$ cat src/rtl/core_pkg.sv
// Shared pipeline-control definitions: controller states, register-zero index
// and the NOP encoding loaded into IF_ID on a flush.
package core_pkg;

  typedef enum logic [1:0] {
    RUN   = 2'd0,
    WAIT  = 2'd1,
    ABORT = 2'd2
  } state_t;

  localparam logic [4:0]  REG_ZERO  = 5'd0;
  localparam logic [31:0] NOP_INSTR = 32'h0000_0013;  // addi x0, x0, 0

endpackage

$ cat src/rtl/hazard_detect.sv
// Load-use comparator: flags an ID instruction that reads the register a load
// in EX is about to write. Purely combinational so the forwarding unit can share it.
module hazard_detect
  import core_pkg::*;
(
  input  logic [4:0] rs1,
  input  logic [4:0] rs2,
  input  logic       use_rs1,
  input  logic       use_rs2,
  input  logic [4:0] rd,
  input  logic       is_load,
  output logic       load_use
);

  logic rs1_hit;
  logic rs2_hit;

  assign rs1_hit  = use_rs1 && (rs1 == rd);
  assign rs2_hit  = use_rs2 && (rs2 == rd);
  // x0 is never written, so a load targeting it cannot create a hazard
  assign load_use = is_load && (rd != REG_ZERO) && (rs1_hit || rs2_hit);

endmodule

$ cat src/rtl/hazard_ctrl.sv
// Pipeline sequencing controller: stall/flush priority mux plus a memory-wait
// FSM with watchdog. Define HAZARD_PERF_CNT_EN to add the performance counters.
module hazard_ctrl
  import core_pkg::*;
#(
  parameter int MEM_TIMEOUT = 16,
  parameter int CNT_W       = 5
) (
  input  logic       clk,
  input  logic       reset,
  input  logic [4:0] id_rs1,
  input  logic [4:0] id_rs2,
  input  logic       id_use_rs1,
  input  logic       id_use_rs2,
  input  logic [4:0] ex_rd,
  input  logic       ex_load,
  input  logic       br_taken,
  input  logic       mem_req,
  input  logic       mem_ready,
  output logic       pc_stall,
  output logic       if_id_stall,
  output logic       if_id_flush,
  output logic       id_ex_stall,
  output logic       id_ex_flush,
  output logic       ex_mem_stall,
  output logic       mem_timeout,
`ifdef HAZARD_PERF_CNT_EN
  output logic [31:0] perf_lu_stalls,
  output logic [31:0] perf_br_flushes,
  output logic [31:0] perf_mem_stalls,
`endif
  output logic       err_sticky
);

  localparam logic [CNT_W-1:0] CNT_LAST = CNT_W'(MEM_TIMEOUT - 1);
  localparam logic [CNT_W-1:0] CNT_MAX  = '1;

  state_t           state_reg, state_next;
  logic [CNT_W-1:0] cnt_reg, cnt_next;
  logic             timeout_reg;
  logic             err_reg;
  logic             load_use;
  logic             mem_busy;

  hazard_detect u_detect (
    .rs1      (id_rs1),
    .rs2      (id_rs2),
    .use_rs1  (id_use_rs1),
    .use_rs2  (id_use_rs2),
    .rd       (ex_rd),
    .is_load  (ex_load),
    .load_use (load_use)
  );

  // In ABORT the outstanding access is dropped, so the pipeline must advance
  assign mem_busy = mem_req && !mem_ready && (state_reg != ABORT);

  always_comb begin
    state_next = state_reg;
    cnt_next   = cnt_reg;
    case (state_reg)
      RUN: begin
        if (mem_busy) begin
          state_next = WAIT;
          cnt_next   = CNT_W'(1);
        end
      end
      WAIT: begin
        if (mem_ready || !mem_req) begin
          state_next = RUN;
          cnt_next   = '0;
        end else if (cnt_reg >= CNT_LAST) begin
          state_next = ABORT;
        end else if (cnt_reg != CNT_MAX) begin
          cnt_next = cnt_reg + CNT_W'(1);
        end
      end
      ABORT: begin
        state_next = RUN;
        cnt_next   = '0;
      end
      default: begin
        state_next = RUN;
        cnt_next   = '0;
      end
    endcase
  end

  always_comb begin
    pc_stall     = 1'b0;
    if_id_stall  = 1'b0;
    if_id_flush  = 1'b0;
    id_ex_stall  = 1'b0;
    id_ex_flush  = 1'b0;
    ex_mem_stall = 1'b0;
    if (!reset) begin
      if (mem_busy) begin
        pc_stall     = 1'b1;
        if_id_stall  = 1'b1;
        id_ex_stall  = 1'b1;
        ex_mem_stall = 1'b1;
      end else if (br_taken) begin
        // wrong-path ID instruction is squashed, so its load-use is moot
        if_id_flush = 1'b1;
        id_ex_flush = 1'b1;
      end else if (load_use) begin
        pc_stall    = 1'b1;
        if_id_stall = 1'b1;
        id_ex_flush = 1'b1;
      end
    end
  end

  always_ff @(posedge clk) begin
    if (reset) begin
      state_reg   <= RUN;
      cnt_reg     <= '0;
      timeout_reg <= 1'b0;
      err_reg     <= 1'b0;
    end else begin
      state_reg   <= state_next;
      cnt_reg     <= cnt_next;
      timeout_reg <= (state_next == ABORT);
      if (state_next == ABORT) begin
        err_reg <= 1'b1;
      end
    end
  end

  assign mem_timeout = timeout_reg;
  assign err_sticky  = err_reg;

`ifdef HAZARD_PERF_CNT_EN
  logic [31:0] lu_cnt_reg, br_cnt_reg, mem_cnt_reg;

  always_ff @(posedge clk) begin
    if (reset) begin
      lu_cnt_reg  <= '0;
      br_cnt_reg  <= '0;
      mem_cnt_reg <= '0;
    end else begin
      if (mem_busy) begin
        mem_cnt_reg <= mem_cnt_reg + 32'd1;
      end else if (br_taken) begin
        br_cnt_reg <= br_cnt_reg + 32'd1;
      end else if (load_use) begin
        lu_cnt_reg <= lu_cnt_reg + 32'd1;
      end
    end
  end

  assign perf_lu_stalls  = lu_cnt_reg;
  assign perf_br_flushes = br_cnt_reg;
  assign perf_mem_stalls = mem_cnt_reg;
`endif

endmodule

$ cat config.mk
export PLATFORM = sky130hd
export DESIGN_NAME = hazard_ctrl
export DESIGN_NICKNAME = d
export VERILOG_FILES = /design/src/rtl/core_pkg.sv /design/src/rtl/hazard_detect.sv /design/src/rtl/hazard_ctrl.sv
export SDC_FILE = /design/constraint.sdc
export NUM_CORES = 1
export LEC_CHECK = 0
export ABC_AREA = 1
export CORE_MARGIN = 5
export CORE_UTILIZATION = 38
export CTS_CLUSTER_DIAMETER = 150
export DETAILED_ROUTE_END_ITERATION = 10
export GPL_TIMING_DRIVEN = 0
export PLACE_DENSITY_LB_ADDON = 0.08
export SLEW_MARGIN = 40
export SYNTH_ARGS = -nofsm -noshare
export SYNTH_HDL_FRONTEND = slang
export SYNTH_SLANG_ARGS = --single-unit
$ cat constraint.sdc
create_clock -name clk -period 1.5 [get_ports clk]
set_input_delay 0.15 -clock clk [delete_from_list [all_inputs] [get_ports clk]]
set_output_delay 0.15 -clock clk [all_outputs]
set_load 0.02 [all_outputs]
==> flow_metrics.py <==
metrics = {
    "timing": {
        "drv_slew": 0,
        "worst_slack_ns": -0.03798,
        "fin_crit_sh_pct": 102.5,
        "slew_headroom_pct": 82.79,
        "worst_slew_pin_slew_ns": 0.2577,
        "rsz0062_at_grt": "true",
        "min_period_ns": 1.538,
        "fin_worst_skew_ns": 0.006769,
        "whs_ns": 0.2486,
        "fmax_ghz": 0.6502,
        "hold_viol": 0,
        "setup_viol": 3,
    },
    "setup_path": {
        "cp.required_ns": 1.66,
        "crit_slowest_cell": "dfxtp_2",
        "path_cells": "ha_4 -> nand2_4 -> nor2_4 -> ha_2 -> nor2_1 -> nand2_1 -> nand2_2 -> nand2_4 -> clkinv_4 -> nor2_2 -> nor2_1",
        "critical_path_buf_inv_count": 1,
        "cpPeakStageDelay_ns": 0.36,
        "crit_type": "reg -> reg",
        "startpoint_type": "flop",
        "end_kind": "flop",
        "cp_max_fo": 6,
        "arrival_ns": 1.70,
        "cpLargestDelayFamily": "simple AND/OR/NAND/NOR gates",
    },
    "grt": {
        "grt_pass1_vias": 870,
        "grt_max_degree": 8,
        "antenna_found_initial": 0,
        "grt_pass1_wl_um": 3477,
        "grt.total_usage_pct": 16.43,
        "grt-ovfl-total": 0,
    },
    "floorplanning": {
        "rows": 16,
        "die_area_um2": 2972,
        "start_util_pct": 39.19,
        "chipHeight_um": 54.52,
        "die_w_um": 54.52,
        "io-pin-count": 31,
        "core_um2": 1922,
    },
    "route": {
        "first_pass_iters": 4,
        "drt_iter0_markers": 12,
        "vias": 908,
        "routed_wl_um": 2104,
        "wl_per_cell_um": 10.31,
        "drc": 0,
        "ant_nets": 0,
        "routed_via_density": 4.451,
    },
    "layout": {
        "layout_commonest_cell": "nand2_1",
        "layout-drive-gt1-share_pct": 28.81,
        "antenna_cells": 0,
        "mostFrequentLayoutCells": "nand2_1 (39), inv_1 (22), nor2_1 (18), buf_4 (10), dlymetal6s2s_1 (9)",
        "syn2layout_area_growth_pct": 68.44,
        "largest_reg_flops": 5,
        "fin_util_pct": 66.02,
        "finalNetCount": 204,
    },
    "synthesis": {
        "ys_seq_elements": 9,
        "ys_types": 18,
        "syn_avg_cell_area_um2": 5.538,
        "synth_area_um2": 753.2,
        "ys_top_cells_by_area": "dfxtp_1 (24%), nand2_1 (21%), inv_1 (13%)",
        "ys.warnings.count": 0,
        "ys_seq_area_share_pct": 23.92,
        "yosysTopAreaCellShare_pct": 23.92,
        "synth_area_leader_cell": "dfxtp_1",
        "synth_fp_nets": 162,
        "syn_inst": 136,
    },
    "status": {
        "violations": "setup timing",
        "status": "finished with violations",
    },
    "power": {
        "p_leak_uw": 0.0007209,
        "total_power_uw": 679.7,
        "ir_drop_mv": 0.4549,
        "p_per_area_nw_per_um2": 535.8,
    },
    "clock_tree": {
        "cts.htree.levels": 1,
        "clock_path_buffers": 2,
        "cts_buffers": 3,
        "tritoncts": "yes",
        "cts_sinks": 9,
        "ctsHoldBuffers": 0,
        "clkTransAtPathRegs_ns": 0.06,
        "clk_latency_ns": 0.27,
        "cts-root-buf": "clkbuf_4",
    },
    "place": {
        "io_buffers": 30,
        "globalplace.congestion": 0.8077,
        "hpwl_um": 1575,
    },
    "hold_path": {
        "hp-class": "in -> reg",
    },
    "flow_run": {
        "drv_cap": 0,
    },
}
## final cells by class
class / instances / area (µm²)
buffer: 2 / 18.77
clock buffer: 4 / 26.28
fill: 182 / 653.1
inverter: 27 / 106.4
multi-input combinational: 98 / 551.8
sequential: 9 / 185.2
tap: 27 / 33.78
timing repair buffer: 37 / 346.6
## where the power goes
group | leakage (µW) | switching, µW | internal, µW | total [µW]
registers | 0.0000749 | 14.6 | 250 | 265
clock network | 0.0000150 | 90.5 | 103 | 193
logic | 0.000631 | 113 | 108 | 221
total | 0.000721 | 218 | 461 | 680
## cell families after synthesis
| logic type | count (synthesis) | synth area share [%] |
|---|---|---|
| and+or+nand+nor | 84 | 47.34 |
| DFF | 9 | 23.92 |
| xor gates and xnor gates | 1 | 1.163 |
| adders and majority gates | 3 | 4.984 |
| buffers and inverters | 29 | 15.61 |
| AOI/OAI and AO/OA | 10 | 6.977 |
## worst paths after layout
kind | startpoint | end | slack, ns | depth (start not counted)
setup / recovery | cnt_reg[0] | cnt_reg[1] | -0.04 | 11
hold / removal | mem_ready | state_reg[0] | 0.25 | 4
setup reg to reg | cnt_reg[0] | cnt_reg[1] | -0.04 | 11
hold reg to reg | state_reg[0] | state_reg[0] | 0.44 | 1
## metal layers
metal,GRT usage [%],vias to the layer above,share of wire [%]
li1,-,488,-
met3,7.084,3,5.4
met1,17.46,397,43
met5,0,-,0
met2,29.68,20,51
met4,3.734,0,0.48
## timing repair
action                                  in CTS  in global routing
resized for setup                           51                 33
endpoints found under the setup margin      12                 14
pin swaps                                   16                 16
gates cloned                                 0                  0
buffers inserted                             7                  0
## through the flow
| step | area, µm² | worst slack, ns | cells | setup TNS (ns) |
|---|---|---|---|---|
| after global placement | 1090 | -0.6524 | 193 | -3.392 |
| final | 1269 | -0.03798 | 204 | -0.1007 |
| after detailed placement | 1090 | -0.6753 | 193 | -3.655 |
| after floorplan | 755.7 | 0.01567 | 136 | 0 |
| after global routing | 1269 | -0.1407 | 204 | -0.6106 |
| after CTS | 1197 | -0.06657 | 204 | -0.1058 |
## cells in the mapped netlist
cell,instances
ha_1,3
nand4_1,2
nand2_1,43
dfxtp_1,9
xnor2_1,1
nand2_4,1
buf_4,2
nor2_4,1
nand2_2,1
a211oi_1,1
clkinv_2,1
o21ai_0,7
nor2_2,3
a21oi_1,2
nand3_1,6
inv_1,26
nand3b_1,1
nor2_1,26
## worst min-delay path, cell delays in order
cell	delay, ns
dlymetal6s2s_1	0.14
nor2_2	0.08
nand2_1	0.07
a211oi_1	0.04
Power figures use the tool's default switching activity.
